**config.mk**
```make
export PLATFORM = sky130hd
export DESIGN_NAME = serial_subtractor
export DESIGN_NICKNAME = d
export VERILOG_FILES = /design/src/rtl/serial_subtractor_pkg.sv /design/src/rtl/full_subtractor.sv /design/src/rtl/serial_subtractor.sv
export SDC_FILE = /design/constraint.sdc
export NUM_CORES = 1
export LEC_CHECK = 0
export ABC_CLOCK_PERIOD_IN_PS = 1300
export CAP_MARGIN = 20
export CORE_MARGIN = 5
export CORE_UTILIZATION = 46
export DETAILED_ROUTE_END_ITERATION = 10
export GPL_TIMING_DRIVEN = 0
export PLACE_DENSITY = 0.79
export SLEW_MARGIN = 20
export SYNTH_ARGS = -nofsm -noshare
export SYNTH_HDL_FRONTEND = slang
export SYNTH_SLANG_ARGS = --single-unit
```
**constraint.sdc**
```tcl
create_clock -name clk -period 1.3 [get_ports clk]
set_input_delay 0.195 -clock clk [delete_from_list [all_inputs] [get_ports clk]]
set_output_delay 0.195 -clock clk [all_outputs]
set_load 0.01 [all_outputs]
```
**src/rtl/serial_subtractor_pkg.sv**
```systemverilog
// Shared definitions for the bit-serial subtractor: default width and FSM state encoding.
package serial_subtractor_pkg;

  localparam int DEF_WIDTH = 8;

  typedef enum logic {
    ST_IDLE  = 1'b0,
    ST_SHIFT = 1'b1
  } state_e;

endpackage

```
**src/rtl/full_subtractor.sv**
```systemverilog
// Gate-level full subtractor cell: diff = a - b - c, bor set when the result underflows.
module full_subtractor (
  input  logic a,
  input  logic b,
  input  logic c,
  output logic diff,
  output logic bor
);

  logic axb;

  assign axb  = a ^ b;
  assign diff = axb ^ c;
  // Borrow out when b exceeds a, or they are equal and a borrow comes in.
  assign bor  = (~a & b) | (~axb & c);

endmodule

```
**src/rtl/serial_subtractor.sv**
```systemverilog
// Bit-serial a-b, LSB first, through one full_subtractor and a borrow flip-flop.
module serial_subtractor
  import serial_subtractor_pkg::*;
#(
  parameter int WIDTH = DEF_WIDTH
) (
  input  logic             clk,
  input  logic             rst_n,
  input  logic             start,
  input  logic [WIDTH-1:0] a,
  input  logic [WIDTH-1:0] b,
  output logic             busy,
  output logic             done,
  output logic [WIDTH-1:0] diff,
  output logic             bout
);

  localparam int                CNT_W    = $clog2(WIDTH);
  localparam logic [CNT_W-1:0] CNT_LAST = CNT_W'(WIDTH - 1);

  state_e             state_q;
  logic [WIDTH-1:0]   sh_a_q;
  logic [WIDTH-1:0]   sh_b_q;
  logic [WIDTH-1:0]   res_q;
  logic [WIDTH-1:0]   res_d;
  logic [CNT_W-1:0]   cnt_q;
  logic               brw_q;
  logic               fs_diff;
  logic               fs_bor;

  full_subtractor u_fs (
    .a    (sh_a_q[0]),
    .b    (sh_b_q[0]),
    .c    (brw_q),
    .diff (fs_diff),
    .bor  (fs_bor)
  );

  // Result fills from the MSB end so the last bit lands it fully aligned.
  assign res_d = {fs_diff, res_q[WIDTH-1:1]};

  always_ff @(posedge clk or negedge rst_n) begin
    if (!rst_n) begin
      state_q <= ST_IDLE;
      sh_a_q  <= '0;
      sh_b_q  <= '0;
      res_q   <= '0;
      cnt_q   <= '0;
      brw_q   <= 1'b0;
      busy    <= 1'b0;
      done    <= 1'b0;
      diff    <= '0;
      bout    <= 1'b0;
    end else begin
      done <= 1'b0;
      case (state_q)
        ST_IDLE: begin
          if (start) begin
            sh_a_q  <= a;
            sh_b_q  <= b;
            brw_q   <= 1'b0;
            cnt_q   <= '0;
            busy    <= 1'b1;
            state_q <= ST_SHIFT;
          end
        end
        ST_SHIFT: begin
          brw_q  <= fs_bor;
          res_q  <= res_d;
          sh_a_q <= {1'b0, sh_a_q[WIDTH-1:1]};
          sh_b_q <= {1'b0, sh_b_q[WIDTH-1:1]};
          cnt_q  <= cnt_q + CNT_W'(1);
          if (cnt_q == CNT_LAST) begin
            // Counter parks at zero rather than relying on natural wrap.
            cnt_q   <= '0;
            diff    <= res_d;
            bout    <= fs_bor;
            done    <= 1'b1;
            busy    <= 1'b0;
            state_q <= ST_IDLE;
          end
        end
        default: state_q <= ST_IDLE;
      endcase
    end
  end

endmodule
```
==> results.txt <==
Status: finished with violations
Violated checks: setup timing
Sequential cell area fraction in the yosys report: 57.0%
Cells after synthesis: 129
Max-cap violations: 0
Final Cycle Share: 101%
Reg2reg end: diff[2]$_DFFE_PN0P_
CTS Root Cell: clkbuf_8
CP max stage cell: dfrtp_1
Crit start category: flip-flop
CTS tree: done
RSZ-0062 raised after global routing: true
Final net count: 193
FP Rows: 22
Seq pwr share: 41.5%
Clock Path Buffers: 2
Yosys reg bits: 39
GP Congestion: 0.744
Final WS setup: -0.0144 ns
Worst path required time: 1.48 ns
Pint: 3440 uW
Final hold vios: 0
Layout cell share with drive strength beyond 1: 23.4%
Area leader, netlist: dfrtp_1
Area post-placement: 2080 um^2
Rel. slew slack: 77.3%
Post-placement setup slack: -0.0464 ns
Crit path buf inv count: 0
Vias in the first global route: 1138
PnR Total Power: 5050 uW
First-pass GRT wire length: 5490 um
Critical path class: flip-flop to flip-flop
Total gr overflow: 0
Post-DRT Antenna Nets: 0
Clk Latency, worst-skew pair: 0.29 ns
Worst r2r src: cnt_q[1]$_DFFE_PN0P_
Setup crit end kind: flip-flop
R2R Setup Slk: -0.01 ns
Syn nets: 152
Most common library cells after synthesis: dfrtp_1, mux2i_1, nand2_1, o21ai_0, mux2_4
Synth warnings: 0
Drt via density: 5.03
Synth top area cells: dfrtp_1, mux2_4, mux2i_1, o21ai_0, nand2_1
Mapped cell area: 1710 um^2
Largest stage delay on the critical path: 0.42 ns
CP Cell Sequence: ha_4 -> ha_4 -> nand2_4 -> mux2_4
TritonCTS Buffers: 5
DP HPWL: 2220 um
Max-slew violation count: 0
Delay-heaviest family, CP: flip-flops
EDFF count, synth: 0
Critical path depth in cells: 4
HP Start: start
Top-area cell type share of the netlist area: 57.0%
Initial antenna violation count: 0
CTS clk-pin slew, worst paths: 0.07 ns
Port Buf Inserts: 28
P&R area growth vs syn: 30.0%
VDD IR max: 1.08 mV
WL final: 3150 um
Comb pwr share: 41.1%
Top FF cell, synth: dfrtp_1
Static Leak: 0.00111 uW
Ports: 30
Hold WC Path Type: input pin to flip-flop
Count leader, synth: dfrtp_1
Die width: 71.0 um
Worst r2r path cells: 4
Crit path from: cnt_q[1]$_DFFE_PN0P_
Synth cell types: 19
Crit Path Max Fanout: 5
All-Layer GR Usage: 13.9%
Die Y: 71.0 um
Arrival time at the worst endpoint: 1.50 ns
Core Area: 3630 um^2
DRC violations left: 0
Final setup vio count: 6
Tmin final: 1.31 ns
Avg Inst Size Synth: 13.3 um^2
NetSw: 1610 uW
Switching Share: 31.9%
Antenna diode count: 0
H-Tree Depth: 2
Routed WL per cell: 14.4 um
FFs w/ async S/R, synth: 100%
Clk sinks: 39
Worst-Margin Slew: 0.341 ns
Initial DRC Count: 42
Vias: 1102
WHS Endpoint: state_q$_DFF_PN0_
Starting Density: 47.1%
Drt first pass iters: 4
Cell mode on critical path: ha_4
Maximum number of pins on one net before global-route repair: 27
Worst hold slack: 0.222 ns
Finished Cell Area: 2230 um^2
Fin util: 61.3%
Fmax achieved: 761 MHz
Power Dens Cells: 2270 nW/um^2
Clock power frac: 17.4%
Die area: 5040 um^2
Clock Skews: 0.00581 ns
Hold depth: 3
## how the worst max path moves through the flow
stage / slack [ns] / end
6_report: -0.01 / diff[2]$_DFFE_PN0P_
5_1_grt: -0.03 / diff[5]$_DFFE_PN0P_
4_1_cts: -0.02 / diff[2]$_DFFE_PN0P_
3_5_place_dp: -0.05 / diff[1]$_DFFE_PN0P_
3_3_place_gp: -0.81 / sh_a_q[7]$_DFFE_PN0P_
2_1_floorplan: 0.02 / bout$_DFFE_PN0P_
## through the flow
| stage | setup TNS, ns | std cells |
|---|---|---|
| after global routing | -0.255 | 219 |
| after detailed placement | -0.375 | 206 |
| final | -0.0500 | 219 |
| after CTS | -0.0645 | 218 |
| after global placement | -31.58 | 205 |
| after floorplan | 0 | 129 |
## layout by cell type (no fill, tap or decap), types with 2 or more instances in the layout
cell type        count
dfrtp_1             39
mux2i_1             17
clkdlybuf4s50_1     16
nand2_1             14
o21ai_0             14
mux2_4              13
dlygate4sd2_1       11
clkbuf_8             7
inv_1                5
buf_4                5
nor2_1               5
buf_2                3
a22o_1               3
mux2_2               3
buf_6                2
ha_4                 2
## routing by layer
| layer | up-vias | track usage (%) | wire length (um) |
|---|---|---|---|
| met1 | 548 | 17.8 | 1400 |
| met2 | 31 | 22.0 | 1530 |
| met4 | 0 | 3.13 | 24 |
| li1 | 521 | - | - |
| met3 | 2 | 5.68 | 200 |
| met5 | - | 0 | 0 |
## cell type report
type,count,area (um^2)
plain buffers,7,52.6
clock buffers,8,100
fillers,315,1410
inverters,6,22.5
multi-input cells,78,702
flip-flops and latches,39,976
well taps,48,60.1
repair buffers,33,314
## flip-flops by register name, summed over array words and instances, names as in the netlist, 3 cells and up
register  cells
diff          8
sh_a_q        8
sh_b_q        8
res_q         7
cnt_q         3
## power groups by stage
stage	registers (uW)	clock network, uW	logic (uW)
global placement	2070	0	1970
detailed placement	2120	0	2070
global route	2170	967	2280
finish	2100	880	2070
floorplan	2100	0	1350
CTS	2100	897	2050
## tightest hold or removal path, delay by kind of cell
kind	cells	cell delay, ns
buf+inv	2	0.23
mux	1	0.05
## logic make-up after synthesis
family / share of synthesized area [%]
flops: 57.0
simple gates: 5.77
buf+inv: 4.38
fa+ha+maj: 3.36
compound gates: 6.43
mux: 23.1
## timing repair
action / CTS / global route
setup endpoints to repair: 20 / 10
pin swaps: 2 / 2
cloned: 1 / 0
gates resized for setup: 12 / 2
endpoints found under the hold margin: 13 / 0
setup buffers: 2 / 1
hold buffers: 1 / 0
(Power assumes the default switching activity.)
